--- src/rtl/game_sequencer.sv ---
// Round-level controller for the flappy-bird core: sequences idle, countdown, play, hit and
// game-over phases, and manages lives, banked score, high score and scroll speed.
module game_sequencer #(
   parameter int unsigned COUNT_TICKS  = 30,
   parameter int unsigned HIT_TICKS    = 20,
   parameter int unsigned LIVES_SINGLE = 3,
   parameter int unsigned LIVES_DUAL   = 1
) (
   input  logic        clk_100ms,
   input  logic        rst,
   input  logic        start_i,
   input  logic        mode_i,
   input  logic        fail_i,
   input  logic [15:0] score_i,
   output logic        core_rst_n_o,
   output logic        run_o,
   output logic [2:0]  phase_o,
   output logic [1:0]  countdown_o,
   output logic [2:0]  lives_o,
   output logic [15:0] total_score_o,
   output logic [15:0] high_score_o,
   output logic [1:0]  speed_o
);

   localparam int unsigned MaxTicks = (COUNT_TICKS > HIT_TICKS) ? COUNT_TICKS : HIT_TICKS;
   localparam int unsigned CntW     = $clog2(MaxTicks + 1);

   localparam logic [CntW-1:0] CntCount    = CntW'(COUNT_TICKS);
   localparam logic [CntW-1:0] CntHit      = CntW'(HIT_TICKS);
   localparam logic [CntW-1:0] CntOne      = CntW'(1);
   localparam logic [2:0]      LivesSingle = 3'(LIVES_SINGLE);
   localparam logic [2:0]      LivesDual   = 3'(LIVES_DUAL);

   typedef enum logic [2:0] {
      StIdle      = 3'd0,
      StCountdown = 3'd1,
      StPlay      = 3'd2,
      StHit       = 3'd3,
      StOver      = 3'd4
   } phase_e;

   phase_e          phase_q;
   logic            start_q;
   logic            armed_q;
   logic [CntW-1:0] cnt_q;
   logic [2:0]      lives_q;
   logic [15:0]     bank_q;
   logic [15:0]     high_q;
   logic            core_rst_n_q;
   logic            run_q;

   logic            start_edge;
   logic [16:0]     sum_full;
   logic [15:0]     play_sum;
   logic [15:0]     total_score;
   logic [31:0]     cnt_ext;

   // armed_q blocks a start that was already held high when reset released
   assign start_edge = start_i & ~start_q & armed_q;

   assign sum_full = {1'b0, bank_q} + {1'b0, score_i};
   assign play_sum = sum_full[16] ? 16'hFFFF : sum_full[15:0];
   assign cnt_ext  = 32'(cnt_q);

   always_ff @(posedge clk_100ms or negedge rst) begin
      if (!rst) begin
         phase_q      <= StIdle;
         start_q      <= 1'b0;
         armed_q      <= 1'b0;
         cnt_q        <= '0;
         lives_q      <= '0;
         bank_q       <= '0;
         high_q       <= '0;
         core_rst_n_q <= 1'b0;
         run_q        <= 1'b0;
      end else begin
         start_q <= start_i;
         if (!start_i) begin
            armed_q <= 1'b1;
         end
         unique case (phase_q)
            StIdle: begin
               bank_q       <= '0;
               core_rst_n_q <= 1'b0;
               run_q        <= 1'b0;
               if (start_edge) begin
                  lives_q <= mode_i ? LivesDual : LivesSingle;
                  cnt_q   <= CntCount;
                  phase_q <= StCountdown;
               end
            end
            StCountdown: begin
               run_q        <= 1'b0;
               core_rst_n_q <= 1'b1;
               if (cnt_q == CntOne) begin
                  cnt_q   <= '0;
                  run_q   <= 1'b1;
                  phase_q <= StPlay;
               end else begin
                  cnt_q <= cnt_q - CntOne;
               end
            end
            StPlay: begin
               run_q        <= 1'b1;
               core_rst_n_q <= 1'b1;
               if (fail_i) begin
                  run_q   <= 1'b0;
                  lives_q <= (lives_q == 3'd0) ? 3'd0 : lives_q - 3'd1;
                  bank_q  <= play_sum;
                  cnt_q   <= CntHit;
                  phase_q <= StHit;
               end
            end
            StHit: begin
               run_q        <= 1'b0;
               core_rst_n_q <= 1'b1;
               if (cnt_q == CntOne) begin
                  if (lives_q == 3'd0) begin
                     cnt_q   <= '0;
                     high_q  <= (bank_q > high_q) ? bank_q : high_q;
                     phase_q <= StOver;
                  end else begin
                     cnt_q        <= CntCount;
                     core_rst_n_q <= 1'b0;
                     phase_q      <= StCountdown;
                  end
               end else begin
                  cnt_q <= cnt_q - CntOne;
               end
            end
            StOver: begin
               run_q        <= 1'b0;
               core_rst_n_q <= 1'b1;
               if (start_edge) begin
                  core_rst_n_q <= 1'b0;
                  phase_q      <= StIdle;
               end
            end
            default: begin
               run_q        <= 1'b0;
               core_rst_n_q <= 1'b0;
               phase_q      <= StIdle;
            end
         endcase
      end
   end

   always_comb begin
      total_score = bank_q;
      if (phase_q == StPlay) begin
         total_score = play_sum;
      end else if (phase_q == StIdle) begin
         total_score = '0;
      end
   end

   always_comb begin
      countdown_o = 2'd0;
      if (phase_q == StCountdown) begin
         if (cnt_ext > 32'd20) begin
            countdown_o = 2'd3;
         end else if (cnt_ext > 32'd10) begin
            countdown_o = 2'd2;
         end else if (cnt_ext > 32'd0) begin
            countdown_o = 2'd1;
         end
      end
   end

   always_comb begin
      speed_o = 2'd0;
      if (phase_q == StPlay) begin
         if (total_score < 16'd10) begin
            speed_o = 2'd0;
         end else if (total_score < 16'd25) begin
            speed_o = 2'd1;
         end else if (total_score < 16'd50) begin
            speed_o = 2'd2;
         end else begin
            speed_o = 2'd3;
         end
      end
   end

   assign core_rst_n_o  = core_rst_n_q;
   assign run_o         = run_q;
   assign phase_o       = phase_q;
   assign lives_o       = lives_q;
   assign total_score_o = total_score;
   assign high_score_o  = high_q;

endmodule
--- config.mk ---
export PLATFORM = sky130hd
export DESIGN_NAME = game_sequencer
export DESIGN_NICKNAME = d
export VERILOG_FILES = /design/src/rtl/game_sequencer.sv
export SDC_FILE = /design/constraint.sdc
export NUM_CORES = 1
export LEC_CHECK = 0
export BUFFER_PORTS_ARGS = -buffer_cell sky130_fd_sc_hd__buf_2
export CAP_MARGIN = 25
export CORE_AREA = 2 2 83 85
export CTS_CLUSTER_SIZE = 40
export DETAILED_ROUTE_END_ITERATION = 8
export DIE_AREA = 0 0 85 87
export GPL_TIMING_DRIVEN = 0
export PLACE_DENSITY = 0.92
export SLEW_MARGIN = 20
export SYNTH_ARGS = -nofsm -noshare
export SYNTH_HDL_FRONTEND = slang
export SYNTH_SLANG_ARGS = --single-unit
--- constraint.sdc ---
create_clock -name clk_100ms -period 8.15 [get_ports clk_100ms]
set_clock_uncertainty 0.05 [all_clocks]
set_input_delay 1.2225 -clock clk_100ms [delete_from_list [all_inputs] [get_ports clk_100ms]]
set_output_delay 1.2225 -clock clk_100ms [all_outputs]
set_load 0.1 [all_outputs]
==> impl.org, run 1 <==
** Floorplanning
- Full die area :: 7400 µm²
- The initial utilization of the core area, before any placement, comes to 55.4%.
- 65 I/O pins were placed.
- Row generation in the floorplan step produced 30 rows.
- From left edge to right edge, the die measures 85 µm.
- The die is 87 µm tall.
- Std-Cell Core Area :: 6570 µm²

** STA
- RSZ-0062 raised after global routing :: no
- Endpoints failing setup :: 0
- Period utilisation layout :: 73.2%
- Count of final max-slew check failures :: 0
- Setup total negative slack on the finished layout was measured at 0 ns.
- The hold violation count in the final report was 0.
- Worst-case headroom to the max-slew limit :: 50.9%
- Worst-margin pin slew :: 0.729 ns
- The worst path in the final design needs a cycle of 5.96 ns, including I/O delays and setup.
- Highest clock frequency the design can meet :: 0.168 GHz

** Finish
- The top cell types in the final layout, fill and taps aside, are 67 x sky130_fd_sc_hd__buf_2, 54 x sky130_fd_sc_hd__nand2_1, 47 x sky130_fd_sc_hd__dfrtp_1.
- The number of antenna diodes in the final layout is 0.
- The finished layout holds 578 standard cells, fillers aside.
- Net count, final :: 554
- Compared with the post-synthesis result, the final layout area differs by 15.4%.
- Fraction of layout cells with a size suffix above 1 :: 21.1%
- Most common library cell in the layout ignoring fill and taps :: sky130_fd_sc_hd__buf_2
- Core occupancy in the finished layout :: 64.0%

** Routing
- The first TritonRoute pass finished after 5 iterations.
- After detailed routing, the number of vias per cell comes to 6.10.
- Once detail routing completed, the nets flagged for antenna violations numbered 0.
- Summed over all layers, the routed wires come to 9340 µm.
- After detailed routing, the average wire length per cell comes to 16.2 µm.
- Via count :: 3528
- DRT iter0 DRCs :: 221
- DRC Markers :: 0

** Worst setup path
- The worst register-to-register path ends at high_score_o[12]$_DFFE_PN0P_.
- WP data required :: 6.88 ns
- The worst register-to-register path has a setup slack of 5.06 ns.
- Critical Setup Path Class :: in2out
- Critical Path AT :: 4.69 ns
- Startpoint kind of the worst setup timing path :: primary input
- Crit. End Element :: output port
- Counting cells, the worst reg-to-reg path comes to 11.
- Along the worst path, the maximum fanout reaches 7.
- Crit path capture :: speed_o[1]
- The worst register-to-register path begins at bank_q[2]$_DFFE_PN0P_.
- Tracing the worst setup path back leads to its startpoint at score_i[0].

** Clocking
- The clock passes through at most 2 buffers.
- The clock net in this run drives a total of 47 sinks.
- At the later pin of the worst-skew pair, clock insertion delay measures 0.30 ns.
- Number of clock buffers inserted by TritonCTS :: 5
- TritonCTS built the clock tree.
- CTS clk-pin slew, worst paths :: 0.08 ns
- For this design, the CTS-stage hold fixing added 0 buffers.
- H-Tree Depth :: 2
- Cells resized by post-CTS repair :: 0
- The tree is rooted in a sky130_fd_sc_hd__clkbuf_8.
- Number of buffers inserted by post-CTS setup repair :: 0

** Placed design
- Weighted congestion reported at the end of routability-driven placement :: 0.984
- IO Port Bufs :: 64
- The wire-length estimate of the detail-placed layout is 7320 µm.
- Placed cells :: 569

** Synthesis
- Yosys attributes the largest share of cell area to sky130_fd_sc_hd__dfrtp_1 32%, sky130_fd_sc_hd__ha_1 12%, sky130_fd_sc_hd__mux2_2 6.5%.
- Cell area after technology mapping :: 3640 µm²
- Cells after Synth :: 425
- Mean cell area of the mapped netlist :: 8.57 µm²
- Synth Register Bits :: 47
- Yosys mapped the design onto 56 distinct sky130hd cell types.
- For this run, the register share of the synthesized area comes to 32.3%.
- Main synth FF type :: sky130_fd_sc_hd__dfrtp_1
- Number of nets produced by synthesis :: 482
- Summed over all instances, the cell type with the most area after synthesis is sky130_fd_sc_hd__dfrtp_1.
- In the synthesized netlist the async set-or-reset flop fraction comes to 100%.
- Post-synth top area share :: 32.3%
- Total of warnings raised by yosys :: 0
- The synthesized design contains 0 enable-type register cells.

** Hold path
- Worst min-delay path class :: reg2reg

** Global routing
- In the global route stage, overall resource usage came out at 25.6%.
- The via count of the first global-routing pass came to 3362.
- Global-route congestion overflow total :: 0
- The initial antenna violation count was 0.
- Largest net degree at the start of global routing :: 48
- First-pass GRT wire length :: 15300 µm

** Run status
- Run status :: complete, no violations

** Flow run
- Max-cap violations in this run came to 0.
[metal layers]
layer  up-vias  global-route usage, %  part of all wire, %
met4         0                   7.79                  2.6
met1      1675                   32.2                   41
met2       149                   45.0                   49
met3        30                   4.45                  6.9
met5         -                      0                    0
li1       1674                      -                    -
[synth_stat cells, types with 3 or more instances]
library cell                n
sky130_fd_sc_hd__o21ai_0   38
sky130_fd_sc_hd__inv_1     27
sky130_fd_sc_hd__xnor2_1    6
sky130_fd_sc_hd__a211o_1    3
sky130_fd_sc_hd__dfrtp_1   47
sky130_fd_sc_hd__xor2_1     7
sky130_fd_sc_hd__a21oi_1   30
sky130_fd_sc_hd__or3_1      5
sky130_fd_sc_hd__buf_2      4
sky130_fd_sc_hd__ha_1      35
sky130_fd_sc_hd__nor3_1     9
sky130_fd_sc_hd__a31oi_1    6
sky130_fd_sc_hd__nand4_1    3
sky130_fd_sc_hd__a21o_1    12
sky130_fd_sc_hd__o31ai_1    4
sky130_fd_sc_hd__nor2_1    30
sky130_fd_sc_hd__nand3_1   10
sky130_fd_sc_hd__nand2b_1   3
sky130_fd_sc_hd__o21a_1     5
sky130_fd_sc_hd__mux2_2    21
sky130_fd_sc_hd__nor2b_1    3
sky130_fd_sc_hd__nand2_1   54
sky130_fd_sc_hd__clkbuf_1  14
sky130_fd_sc_hd__a211oi_1   6
[cells by family after synthesis]
group	count (synthesis)	share of synthesized area, %
multiplexers	22	6.77
flip-flops	47	32.3
buffers and inverters	45	4.78
AO/OA/AOI/OAI	131	24.0
adder cells (fa/ha/maj)	36	12.6
XOR/XNOR	13	3.13
AND/OR/NAND/NOR	131	16.4
[critical path, cell delays in order]
cell and delay, ns:
sky130_fd_sc_hd__buf_2 0.10, sky130_fd_sc_hd__ha_1 0.22, sky130_fd_sc_hd__fa_1 0.42, sky130_fd_sc_hd__a211oi_1 0.30, sky130_fd_sc_hd__o31a_1 0.33, sky130_fd_sc_hd__a211o_1 0.27
sky130_fd_sc_hd__a211oi_4 0.12, sky130_fd_sc_hd__nor4b_1 0.58, sky130_fd_sc_hd__o2111ai_1 0.20, sky130_fd_sc_hd__nor4_1 0.45, sky130_fd_sc_hd__a31oi_1 0.16, sky130_fd_sc_hd__buf_2 0.32
[registers in the layout (all words and copies together) (netlist names), 3 cells and up]
signal / count
cnt_q: 5
high_score_o: 16
phase_o: 3
bank_q: 16
lives_o: 3
[worst min path at each step]
stage	startpoint	to	slack, ns	cells after the start
floorplan	armed_q$_DFFE_PN0N_	armed_q$_DFFE_PN0N_	0.38	1
global placement	armed_q$_DFFE_PN0N_	armed_q$_DFFE_PN0N_	0.40	1
detailed placement	armed_q$_DFFE_PN0N_	armed_q$_DFFE_PN0N_	0.42	1
CTS	armed_q$_DFFE_PN0N_	armed_q$_DFFE_PN0N_	0.44	1
global route	armed_q$_DFFE_PN0N_	armed_q$_DFFE_PN0N_	0.46	1
finish	armed_q$_DFFE_PN0N_	armed_q$_DFFE_PN0N_	0.43	1
[area by class of cell]
cell class / instances / area, µm²
clock inverter: 2 / 60.1
multi-input combinational: 333 / 2290
fill: 540 / 2370
sequential: 47 / 1180
timing repair buffer: 65 / 328
tap: 80 / 100
clock buffer: 6 / 72.6
buffer: 18 / 72.6
inverter: 27 / 101
[per-stage QoR]
| step | hold WS (ns) | setup WS (ns) | area (µm²) |
|---|---|---|---|
| floorplan | 0.385 | 0.641 | 3640 |
| global placement | 0.400 | 2.35 | 4060 |
| detailed placement | 0.417 | 2.32 | 4060 |
| CTS | 0.438 | 2.32 | 4200 |
| global route | 0.459 | 1.99 | 4200 |
| finish | 0.430 | 2.19 | 4200 |
Power of run 1 is not shown: default switching activity piles up to over one toggle a cycle in this logic, so the estimate is an artifact.
==> run 2: changes to the inputs <==
==> constraint.sdc (replaced) <==
create_clock -name clk_100ms -period 5.93 [get_ports clk_100ms]
set_clock_uncertainty 0.05 [all_clocks]
set_input_delay 0.8895 -clock clk_100ms [delete_from_list [all_inputs] [get_ports clk_100ms]]
set_output_delay 0.8895 -clock clk_100ms [all_outputs]
set_load 0.1 [all_outputs]
==> impl.org, run 2 (synthesized netlist as in run 1, its figures left out) <==
** Run status
- Run status :: complete, no violations

** Clocking
- The number of levels the H-tree was split into is 2 (unchanged).
- Clock root buffer master :: sky130_fd_sc_hd__clkbuf_8
- The count of hold-fix buffers inserted at cts was 0 (unchanged).
- The number of gates resized after CTS came to 0 (unchanged).
- Number of buffers inserted by post-CTS setup repair :: 0 (unchanged)
- The maximum buffer depth of the clock tree came to 2 (unchanged).
- Clock tree from TritonCTS :: yes
- The register clock-pin slew on the reported worst setup and hold paths was 0.08 ns (about the same).
- The clock latency on the worst-skew pair came to 0.30 ns (about the same).
- Number of clock buffers inserted by TritonCTS :: 5 (unchanged)
- The count of clock tree sinks is 47 (unchanged).

** Placed design
- Post-DP Area :: 4060 µm² (about the same)
- The setup slack after placement came to 0.764 ns (-1.56 ns).
- Half-perimeter wire length after detailed placement :: 7270 µm (-0.73%)
- The routability-driven placement congestion ratio is 0.983 (-0.11%).
- The port buffer count came to 64 (unchanged).

** Finish
- Most common library cell in the layout ignoring fill and taps :: sky130_fd_sc_hd__buf_2
- The share of post-route cells with drive strength above 1 came to 21.3% (+0.20 points).
- Commonest cells after routing, fill and taps aside :: 67 x sky130_fd_sc_hd__buf_2, 54 x sky130_fd_sc_hd__nand2_1, 47 x sky130_fd_sc_hd__dfrtp_1
- # diodes :: 0 (unchanged)
- The final layout net count came to 554 (unchanged).
- The design area came to 4190 µm² (-0.33%).
- The area growth from synthesis to layout is 15.0%.
- Fillers :: 560 (+3.7%)

** Flow run
- Max cap viols :: 0 (unchanged)

** Routing
- DRT iter0 DRCs :: 253 (+14%)
- The remaining number of nets flagged by the antenna check after routing was 0 (unchanged).
- The number of iterations in the first detailed-routing pass was 5 (unchanged).
- The routed via count divided by cell count came to 6.12 (+0.20%).
- The routed wire length was 9280 µm (-0.65%).
- The count of vias placed by the detailed router was 3535 (+0.20%).
- Topmost layer with routed signal wires :: met4
- DRC Markers :: 0 (unchanged)
- The routed length on met2 was 4550 µm (-1.2%).
- The met3 wire length came to 650 µm (+0.31%).
- Average routed wire per standard cell :: 16.1 µm (-0.65%)
- Met1 layer wirelength in the final routing :: 3780 µm (-1.7%)

** STA
- Final period demand of the worst path :: 5.40 ns
- Count of endpoints failing hold in the final timing report :: 0 (unchanged)
- The final setup violation count came to 0 (unchanged).
- Worst-case headroom to the max-slew limit :: 51.1% (+0.18 points)
- The summed negative setup slack over all endpoints was 0 ns (unchanged).
- The final critical-path setup slack came to 0.533 ns (-1.65 ns).
- The worst path uses 91.0% of the clock period.
- The actual slew at the worst max-slew pin is 0.726 ns (-0.00274 ns).
- Setup repair after global routing left no endpoint under its margin.
- Count of final max-slew check failures :: 0 (unchanged)
- Static timing analysis puts the maximum clock frequency at 0.185 GHz.

** Floorplanning
- Die width :: 85 µm (unchanged)
- Vertical die dimension :: 87 µm (unchanged)
- Ports placed on the boundary :: 65 (unchanged)
- FP Rows :: 30 (unchanged)
- The effective utilization at floorplan was 55.4% (unchanged).
- Full die area :: 7400 µm² (unchanged)
- Std-Cell Core Area :: 6570 µm² (unchanged)

** Worst setup path
- WP data required :: 4.99 ns (-1.89 ns)
- STA classifies the critical path startpoint as a primary input.
- The maximum fanout encountered on the critical timing path came to 7 (unchanged).
- The setup path with the least slack is of type in2out.
- Crit. End Element :: output port
- The data arrival time of the critical path is 4.46 ns (-0.23 ns).

** Global routing
- The total track usage was 25.6% (about the same).
- The via count of the first global-routing pass was 3339 (-0.68%).
- The initial antenna violation count came to 0 (unchanged).
- The wire length of the first global-routing pass came to 15200 µm (-0.63%).
- The remaining global-route overflow is 0 (unchanged).
- The maximum number of pins on one net before global-route repair is 48 (unchanged).

** Hold path
- The worst hold path belongs to the class reg2reg.
==> run 2: cell count changes in the layout (fill, tap and decap cells not counted), sizes merged <==
cell and delta:
clkinv +1, bufinv -1
==> run 2: path summary, 6_finish.rpt <==
kind,start,to,slack (ns),cells past startpoint
min,armed_q$_DFFE_PN0N_,armed_q$_DFFE_PN0N_,0.42,1
max reg2reg,bank_q[2]$_DFFE_PN0P_,high_score_o[15]$_DFFE_PN0P_,2.80,11
min in group asynchronous,rst,high_score_o[3]$_DFFE_PN0P_,0.52,1
max in group asynchronous,rst,high_score_o[0]$_DFFE_PN0P_,4.93,1
min reg2reg,armed_q$_DFFE_PN0N_,armed_q$_DFFE_PN0N_,0.42,1
max,score_i[0],speed_o[1],0.53,12
==> run 2: final cells by class <==
type | instances | area, µm² | area share, %
sequential | 47 | 1180 | 28.1
tap | 80 | 100 | 2.39
timing repair buffer | 65 | 328 | 7.83
multi-input combinational | 333 | 2290 | 54.7
buffer | 18 | 72.6 | 1.73
clock buffer | 6 | 82.6 | 1.97
inverter | 27 | 101 | 2.42
clock inverter | 2 | 35.0 | 0.836
==> run 2: metrics by stage <==
stage | hold slack [ns] | util [%] | instances
3_5_place_dp | 0.403 | 61.9 | 569
2_1_floorplan | 0.385 | - | 425
3_3_place_gp | 0.400 | 61.9 | 569
4_1_cts | 0.425 | 63.7 | 577
5_1_grt | 0.459 | 63.8 | 578
6_report | 0.419 | 63.8 | 578
==> run 2: critical path, stage by stage <==
cell	delay, ns
sky130_fd_sc_hd__buf_2	0.10
sky130_fd_sc_hd__ha_1	0.21
sky130_fd_sc_hd__fa_1	0.43
sky130_fd_sc_hd__a211oi_1	0.30
sky130_fd_sc_hd__o31a_1	0.33
sky130_fd_sc_hd__a211o_1	0.27
sky130_fd_sc_hd__a211oi_4	0.12
sky130_fd_sc_hd__nor4b_1	0.61
sky130_fd_sc_hd__o2111ai_1	0.20
sky130_fd_sc_hd__nor4_1	0.52
sky130_fd_sc_hd__a31oi_1	0.16
sky130_fd_sc_hd__buf_2	0.32
==> run 2: metal layers <==
metal / vias up / global-route usage [%]
li1: 1680 / -
met1: 1666 / 31.4
met2: 154 / 45.5
met3: 35 / 5.02
met4: 0 / 7.94
met5: - / 0
Power of run 2 is left out for the same reason.
==> run 3: changes to the inputs <==
--- a/config.mk
+++ b/config.mk
@@ -7,12 +7,14 @@
 export LEC_CHECK = 0
 export BUFFER_PORTS_ARGS = -buffer_cell sky130_fd_sc_hd__buf_2
 export CAP_MARGIN = 25
-export CORE_AREA = 2 2 83 85
+export CELL_PAD_IN_SITES_DETAIL_PLACEMENT = 0
+export CELL_PAD_IN_SITES_GLOBAL_PLACEMENT = 1
+export CORE_AREA = 2 2 97 99
 export CTS_CLUSTER_SIZE = 40
 export DETAILED_ROUTE_END_ITERATION = 8
-export DIE_AREA = 0 0 85 87
+export DIE_AREA = 0 0 99 101
 export GPL_TIMING_DRIVEN = 0
-export PLACE_DENSITY = 0.92
+export PLACE_DENSITY = 0.9
 export SLEW_MARGIN = 20
 export SYNTH_ARGS = -nofsm -noshare
 export SYNTH_HDL_FRONTEND = slang
==> impl.org, run 3 (synthesized netlist as in run 1, its figures left out) <==
** Run status
- The flow ran to the end, and the final reports show no timing, DRC or antenna violations.

** Worst setup path
- WP data required :: 4.99 ns (about the same)
- Startpoint kind of the worst setup timing path :: primary input
- The endpoint identified for the worst register-to-register timing path is bank_q[6]$_DFFE_PN0P_.
- The data arrival time of the critical path came to 4.44 ns (-0.02 ns).
- The worst setup path is captured at an output port.
- Critical Setup Path Class :: in2out
- Worst r2r src :: bank_q[9]$_DFFE_PN0P_
- Reg-to-reg slack, setup :: 2.84 ns (+0.04 ns)
- The maximum fanout encountered on the critical timing path came to 7 (unchanged).
- Number of cells traversed by the worst register-to-register path :: 9 (-2)

** Hold path
- Hold Path End :: armed_q$_DFFE_PN0N_
- The depth of the worst hold-timing path is 1 (unchanged).
- Worst min-delay path class :: reg2reg
- Startpoint of the most critical hold path :: armed_q$_DFFE_PN0N_

** Global routing
- Fraction of met2 tracks used by global routing :: 32.6% (-13 points)
- The global routing stage identified its most utilized layer as met2.
- GR Util met1 :: 26.6% (-4.7 points)
- Met3 usage in global routing :: 3.61% (-1.4 points)
- The maximum number of pins on one net before global-route repair is 48 (unchanged).
- The wire length of the first global-routing pass came to 15700 µm (+2.7%).
- The remaining global-route overflow was 0 (unchanged).
- The initial antenna violation count was 0 (unchanged).
- Global-route usage over all layers :: 19.4% (-6.2 points)
- The via count of the first global-routing pass was 3167 (-5.2%).

** Routing
- DRT iter0 DRCs :: 144 (-43%)
- The routed via count divided by cell count is 5.58 (-8.7%).
- The number of iterations in the first detailed-routing pass came to 5 (unchanged).
- The number of remaining DRC errors is 0 (unchanged).
- The routed length per placed instance came to 15.6 µm (-2.9%).
- The remaining number of nets flagged by the antenna check after routing came to 0 (unchanged).
- Final routed wirelength across all metal layers :: 9480 µm (+2.2%)
- The count of vias placed by the detailed router came to 3395 (-4.0%).

** Clocking
- The register clock-pin slew on the reported worst setup and hold paths is 0.08 ns (about the same).
- Sink Count :: 47 (unchanged)
- The maximum buffer depth of the clock tree is 2 (unchanged).
- The number of gates resized after CTS was 0 (unchanged).
- Post-CTS Hold Fix Bufs :: 0 (unchanged)
- The TritonCTS buffer count came to 5 (unchanged).
- Number of buffers inserted by post-CTS setup repair :: 0 (unchanged)
- Worst-Skew Late Latency :: 0.31 ns (about the same)
- Clock tree synthesis selected as its root buffer the cell sky130_fd_sc_hd__clkbuf_8.
- TritonCTS built the clock tree.
- H-Tree Depth :: 2 (unchanged)

** Placed design
- IO Port Bufs :: 64 (unchanged)
- The routability-driven placement congestion ratio was 0.929 (-5.5%).
- The sum of net half-perimeters after detailed placement is 7610 µm (+4.7%).

** Floorplanning
- Std-Cell Core Area :: 8980 µm² (+37%)
- Die width :: 99 µm (+16%)
- Full die area :: 10000 µm² (+35%)
- Ports placed on the boundary :: 65 (unchanged)
- The chip height is 101 µm (+16%).
- The total number of placement rows was 35 (+17%).
- The effective utilization at floorplan is 40.6% (-15 points).

** STA
- Endpoints failing setup :: 0 (unchanged)
- The maximum achievable frequency came to 0.186 GHz (+0.34%).
- Count of endpoints failing hold in the final timing report :: 0 (unchanged)
- The clock period minus final worst setup slack is 5.38 ns (-0.0182 ns).
- The share of the cycle needed by the critical path after routing is 90.7% (-0.31 points).
- Worst hold slack :: 0.432 ns (+0.0127 ns)
- RSZ-0062 raised after global routing :: no
- The headroom to the max-slew limit is 49.1% (-2.0 points).
- The count of pins over their slew limit is 0 (unchanged).
- Worst-margin pin slew :: 0.756 ns (+0.0296 ns)

** Finish
- Commonest cells after routing, fill and taps aside :: 67 x sky130_fd_sc_hd__buf_2, 54 x sky130_fd_sc_hd__nand2_1, 47 x sky130_fd_sc_hd__dfrtp_1
- The share of post-route cells with drive strength above 1 is 21.1% (-0.16 points).
- # diodes :: 0 (unchanged)
- The library cell used most frequently in the layout, excluding fill and tap cells, is sky130_fd_sc_hd__buf_2.
- Post-synthesis to final-layout area growth :: 16.6%
- The final layout net count is 553 (-0.18%).

** Flow run
- Max cap viols :: 0 (unchanged)
[run 3: changes by cell type in the layout (fill, tap and decap cells not counted), sizes merged]
cell,change
bufinv,+1
clkbuf,-1
clkinv,-1
[run 3: metal layers]
layer  part of all wire, %  up-vias
li1                      -     1668
met1                    45     1610
met2                    48      106
met3                   5.9       11
met4                   1.3        0
met5                     0        -
[run 3: per-stage QoR]
stage                     worst slack [ns]  area [µm²]  util, %  TNS (ns)  cells
after floorplan                    -0.0399        3640        -   -0.0799    425
after global placement               0.727        4100     45.7         0    600
after global routing                 0.398        4250     47.3         0    608
after CTS                            0.646        4240     47.2         0    608
final                                0.551        4250     47.3         0    608
after detailed placement             0.633        4100     45.7         0    600
[run 3: how the worst max path moves through the flow]
stage                       to       start
finish              speed_o[1]  score_i[0]
global route        speed_o[0]  score_i[0]
CTS                 speed_o[0]  score_i[0]
detailed placement  speed_o[0]  score_i[0]
global placement    speed_o[1]  score_i[0]
floorplan           speed_o[0]  score_i[0]
[run 3: cell type report]
class | count | area, µm²
plain buffers | 18 | 72.6
clock buffers | 6 | 72.6
clock inverters | 2 | 60.1
fillers | 876 | 4730
inverters | 27 | 101
multi-input cells | 333 | 2300
flip-flops and latches | 47 | 1180
well taps | 111 | 139
repair buffers | 64 | 323
[run 3: worst max-delay path: stages]
cell,delay (ns)
sky130_fd_sc_hd__buf_2,0.10
sky130_fd_sc_hd__ha_1,0.22
sky130_fd_sc_hd__fa_1,0.41
sky130_fd_sc_hd__a211oi_1,0.30
sky130_fd_sc_hd__o31a_1,0.34
sky130_fd_sc_hd__a211o_1,0.27
sky130_fd_sc_hd__a211oi_4,0.13
sky130_fd_sc_hd__nor4b_1,0.64
sky130_fd_sc_hd__o2111ai_1,0.20
sky130_fd_sc_hd__nor4_1,0.41
sky130_fd_sc_hd__a31oi_1,0.18
sky130_fd_sc_hd__buf_2,0.33
Power of run 3 is left out for the same reason.
